[src/rtl/exp6_unidade_controle_rodadas.sv]
// Purpose : Moore control unit sequencing the multi-round memory-game datapath,
//           with an inactivity timer that ends the game when no play arrives.
// Latency : iniciar -> espera in 3 edges; jogada -> comparacao in 2 edges.
// Backpr. : none; jogada is a single-cycle pulse honoured only in espera, other
//           inputs are level-sampled and ignored in states that do not use them.
//
// Ports:
//   clock, reset           rising-edge clock, synchronous active-high reset
//   iniciar                start / restart request (inicial and final states)
//   jogada                 one-cycle pulse: a play is available
//   igual                  stored play matches memory entry at address E
//   fim_jogada             address counter E reached round limit L
//   fim_rodada             round limit L reached the last round
//   zeraE/contaE           address counter controls
//   zeraL/contaL           round-limit counter controls
//   zeraR/registraR        play register controls
//   acertou/errou/timeout  game outcome flags (one-hot while pronto)
//   pronto                 game finished, any outcome
//   db_estado              current state code for debug displays

module exp6_unidade_controle_rodadas #(
    parameter int TIMEOUT_CICLOS = 3000,
    parameter int TW             = 16
) (
    input  logic       clock,
    input  logic       reset,
    input  logic       iniciar,
    input  logic       jogada,
    input  logic       igual,
    input  logic       fim_jogada,
    input  logic       fim_rodada,
    output logic       zeraE,
    output logic       contaE,
    output logic       zeraL,
    output logic       contaL,
    output logic       zeraR,
    output logic       registraR,
    output logic       acertou,
    output logic       errou,
    output logic       timeout,
    output logic       pronto,
    output logic [3:0] db_estado
);

    // State codes double as the debug display value, so they are fixed.
    typedef enum logic [3:0] {
        INICIAL        = 4'h0,
        PREPARACAO     = 4'h1,
        INICIO_RODADA  = 4'h2,
        ESPERA         = 4'h3,
        REGISTRA       = 4'h4,
        COMPARACAO     = 4'h5,
        PROXIMA_JOGADA = 4'h6,
        PROXIMA_RODADA = 4'h7,
        FIM_A          = 4'hA,
        FIM_T          = 4'hD,
        FIM_E          = 4'hE
    } estado_t;

    // Last timer value seen in espera before the window closes.
    localparam logic [TW-1:0] TIMER_LIM = TW'(TIMEOUT_CICLOS - 1);
    localparam logic [TW-1:0] TIMER_UM  = TW'(1);

    estado_t         estado_q;
    estado_t         estado_d;
    logic [TW-1:0]   timer_q;
    logic [TW-1:0]   timer_d;
    logic            timer_expirou;

    // ------------------------------------------------------------------
    // State and timer registers
    // ------------------------------------------------------------------
    always_ff @(posedge clock) begin
        if (reset) begin
            estado_q <= INICIAL;
            timer_q  <= '0;
        end else begin
            estado_q <= estado_d;
            timer_q  <= timer_d;
        end
    end

    assign timer_expirou = (timer_q == TIMER_LIM);

    // ------------------------------------------------------------------
    // Next-state logic
    // ------------------------------------------------------------------
    always_comb begin
        estado_d = estado_q;
        unique case (estado_q)
            INICIAL: begin
                if (iniciar) estado_d = PREPARACAO;
            end
            PREPARACAO: begin
                estado_d = INICIO_RODADA;
            end
            INICIO_RODADA: begin
                estado_d = ESPERA;
            end
            ESPERA: begin
                // A play arriving on the last timer cycle still counts.
                if (jogada)             estado_d = REGISTRA;
                else if (timer_expirou) estado_d = FIM_T;
            end
            REGISTRA: begin
                estado_d = COMPARACAO;
            end
            COMPARACAO: begin
                if (!igual)          estado_d = FIM_E;
                else if (!fim_jogada) estado_d = PROXIMA_JOGADA;
                else if (!fim_rodada) estado_d = PROXIMA_RODADA;
                else                  estado_d = FIM_A;
            end
            PROXIMA_JOGADA: begin
                estado_d = ESPERA;
            end
            PROXIMA_RODADA: begin
                // Going back through inicio_rodada re-zeroes address E.
                estado_d = INICIO_RODADA;
            end
            FIM_A, FIM_E, FIM_T: begin
                // Restart skips inicial: preparacao clears everything anyway.
                if (iniciar) estado_d = PREPARACAO;
            end
            default: begin
                estado_d = INICIAL;
            end
        endcase
    end

    // ------------------------------------------------------------------
    // Inactivity timer: counts only across consecutive espera cycles, so
    // every play starts with a fresh window and registra sees zero.
    // ------------------------------------------------------------------
    always_comb begin
        timer_d = '0;
        if ((estado_q == ESPERA) && (estado_d == ESPERA)) begin
            timer_d = timer_q + TIMER_UM;
        end
    end

    // ------------------------------------------------------------------
    // Moore output decode
    // ------------------------------------------------------------------
    always_comb begin
        zeraE     = 1'b0;
        contaE    = 1'b0;
        zeraL     = 1'b0;
        contaL    = 1'b0;
        zeraR     = 1'b0;
        registraR = 1'b0;
        acertou   = 1'b0;
        errou     = 1'b0;
        timeout   = 1'b0;
        db_estado = 4'hF;
        unique case (estado_q)
            INICIAL, PREPARACAO: begin
                zeraE     = 1'b1;
                zeraL     = 1'b1;
                zeraR     = 1'b1;
                db_estado = estado_q;
            end
            INICIO_RODADA: begin
                zeraE     = 1'b1;
                db_estado = estado_q;
            end
            ESPERA, COMPARACAO: begin
                db_estado = estado_q;
            end
            REGISTRA: begin
                registraR = 1'b1;
                db_estado = estado_q;
            end
            PROXIMA_JOGADA: begin
                contaE    = 1'b1;
                db_estado = estado_q;
            end
            PROXIMA_RODADA: begin
                contaL    = 1'b1;
                db_estado = estado_q;
            end
            FIM_A: begin
                acertou   = 1'b1;
                db_estado = estado_q;
            end
            FIM_E: begin
                errou     = 1'b1;
                db_estado = estado_q;
            end
            FIM_T: begin
                timeout   = 1'b1;
                db_estado = estado_q;
            end
            default: begin
                db_estado = 4'hF;
            end
        endcase
    end

    assign pronto = acertou | errou | timeout;

endmodule

[config.mk]
export PLATFORM = sky130hd
export DESIGN_NAME = exp6_unidade_controle_rodadas
export DESIGN_NICKNAME = d
export VERILOG_FILES = /design/src/rtl/exp6_unidade_controle_rodadas.sv
export SDC_FILE = /design/constraint.sdc
export NUM_CORES = 1
export LEC_CHECK = 0
export ABC_CLOCK_PERIOD_IN_PS = 1300
export BUFFER_PORTS_ARGS = -buffer_cell sky130_fd_sc_hd__buf_4
export CAP_MARGIN = 10
export CORE_MARGIN = 1.5
export CORE_UTILIZATION = 52
export CTS_BUF_LIST = sky130_fd_sc_hd__clkbuf_2 sky130_fd_sc_hd__clkbuf_4 sky130_fd_sc_hd__clkbuf_8
export DETAILED_ROUTE_END_ITERATION = 6
export PLACE_DENSITY_LB_ADDON = 0.05
export SLEW_MARGIN = 20
export SYNTH_ARGS = -nofsm -noshare
export SYNTH_HDL_FRONTEND = slang
export SYNTH_SLANG_ARGS = --single-unit
[constraint.sdc]
create_clock -name clock -period 1.3 [get_ports clock]
set_input_delay 0.26 -clock clock [delete_from_list [all_inputs] [get_ports clock]]
set_output_delay 0.26 -clock clock [all_outputs]
set_load 0.05 [all_outputs]
==> out/metrics.yaml <==
skew_ns: 0.0231
gp_congestion: 0.853
tightest_slew_ns: 0.426
required_ns: 1.04
rsz0062_at_grt: "true"
die_w_um: 51.3
grt_pass1_vias: 1326
powerDensity_nw_per_um2: 691
finalHoldViolCount: 0
crit_path_start_kind: "flip-flop"
io_buffers: 20
final_core_util_pct: 93.9
slowest_stage: "dfxtp_4"
synth_flop_cell: "dfxtp_1"
clk_pin_slew_ns: 0.13
syn_avg_cell_area_sq_um: 8.24
slew_headroom_pct: 71.3
path_cells: "nand2b_4 > nor3b_4 > buf_6"
first_pass_iters: 4
route.detailed.drc: 0
cts_buffers: 3
violations: "setup timing"
clk_latency_ns: 0.33
min_period_ns: 1.65
synth_seq_cells: 20
slew_violations: 0
cellLeakagePower_nw: 0.803
wirelength_mm: 5.21
dp_hpwl_mm: 2.39
drtIter0Drc: 88
start_util_pct: 54.8
syn_inst: 147
path_class: "reg2out"
period_share_pct: 127
die-area_sq_um: 2630
antennaDiodeCount: 0
wl_per_cell_um: 21.7
ys.warnings.count: 0
cp_top_family: "simple AND/OR/NAND/NOR gates"
slowest_delay_ns: 0.41
rows: 17
die_height_um: 51.3
clk_path_buf_depth: 2
syn2layout_area_growth_pct: 71.6
viasPerCell: 6.48
final_nets: 221
cts_tree: "built"
peakVddDrop_mv: 0.701
io_pins: 21
critPathBufInv: 1
hp-class: "in2reg"
fmax_mhz: 608
timing.hold.ws_ns: 0.116
cts-root-buf: "clkbuf_4"
synth_area_sq_um: 1210
grt_overflow: 0
yosysUniqueCellTypes: 42
fillCellCount: 72
synth_edf_count: 0
finalSetupViolCount: 33
coreArea_sq_um: 2210
critical_path_arrival_ns: 1.39
htreeDepth: 1
clock_sinks: 20
maxCapViolations: 0
route.vias.total: 1556
grt_pass1_wl_mm: 5.94
async_flop_share_pct: 0
crit_fanout: 8
antenna_found_initial: 0
grt_max_degree: 17
status: "finished, violations left"
track_usage_pct: 30.3
worst_slack_ns: -0.346
cp-end-kind: "primary output"
antenna_left: 0
drive_gt1_share_pct: 57.1
synth_fp_nets: 155
yosysSeqAreaShare_pct: 33.1
## layer usage
metal	up-vias	share of wire, %	GRT usage [%]
met1	747	36	33.7
met2	115	50	54.5
met4	0	6.1	15.4
met5	-	0	0
li1	658	-	-
met3	36	7.8	5.56
## per-stage QoR
step           instance area (sq um)  instances  setup TNS, ns  power [mW]  setup slack, ns
2_1_floorplan                   1320        147          -1.86       0.850           -0.313
3_3_place_gp                    1700        220         -0.945       0.959          -0.0922
3_5_place_dp                    1700        220          -1.95       0.964           -0.130
4_1_cts                         1930        233          -6.24        1.36           -0.291
5_1_grt                         2080        240         -11.13        1.47           -0.406
6_report                        2080        240          -9.43        1.44           -0.346
## cell usage in the layout, fill, tap and decap left out, drive strengths merged, types with 2 or more instances in the layout
cell type and n:
a21o 2, a21oi 5, xor2 4, and3 2
dfxtp 20, a21boi 2, nor3 7, inv 7
clkbuf 5, nand2b 2, nor4bb 2, nand4 8
buf 69, nor4 5, nand2 12, or3 2
nor3b 2, nor2 22, o21ai 3, nand3 7
xnor2 9
## layout make-up
class / count / area [sq um] / area share [%]
flip-flops and latches: 20 / 418 / 20.1
multi-input cells: 111 / 893 / 43.0
inverters: 7 / 26.3 / 1.26
repair buffers: 70 / 676 / 32.5
clock buffers: 4 / 30.0 / 1.44
well taps: 28 / 35.0 / 1.69
## final timing paths
kind	slack, ns	depth (start not counted)	to	startpoint
hold / removal	0.12	2	estado_q[2]	reset
hold reg to reg	0.50	1	timer_q[0]	timer_q[0]
setup / recovery	-0.35	3	acertou	estado_q[0]
setup reg to reg	-0.34	7	timer_q[15]	estado_q[0]
## sequential cells by signal, indices dropped and copies added, names as in the netlist
register and count:
timer_q 16, estado_q 4
## cell families (layout without fill, tap and decap cells)
kind of cell	after synthesis	count (layout)	synth area share (%)
and+or+nand+nor	75	75	35.4
AOI/OAI and AO/OA	21	21	12.9
DFF	20	20	33.1
buffers and inverters	16	81	7.34
xor gates and xnor gates	13	13	9.40
adders and majority gates	2	2	1.86
## cells in the mapped netlist (3+ instances only)
cell	instances	share of area [%]
nor2_1	22	6.8
dfxtp_1	20	33
nand2_1	12	3.7
xnor2_1	9	6.5
nand4_1	8	4.1
inv_1	7	2.2
nor3_1	6	2.5
a21oi_1	5	2.1
nand3_1	5	2.1
nor4_1	4	2.1
xor2_1	4	2.9
buf_4	3	1.9
o21ai_0	3	1.2
## where the power goes
part	internal [mW]	leakage (nW)	total, mW	switching, mW
Combinational	0.210	0.619	0.433	0.222
Sequential	0.620	0.165	0.648	0.0284
Clock	0.141	0.0184	0.355	0.214
## what timing repair did
item / in CTS / in global routing
endpoints found under the setup margin: 34 / 34
gates resized for setup: 39 / 23
cloned: 0 / 1
pin swaps: 11 / 7
setup buffers: 10 / 6
hold buffers: 0 / 0
No activity file was read; power rests on OpenSTA's default activity.
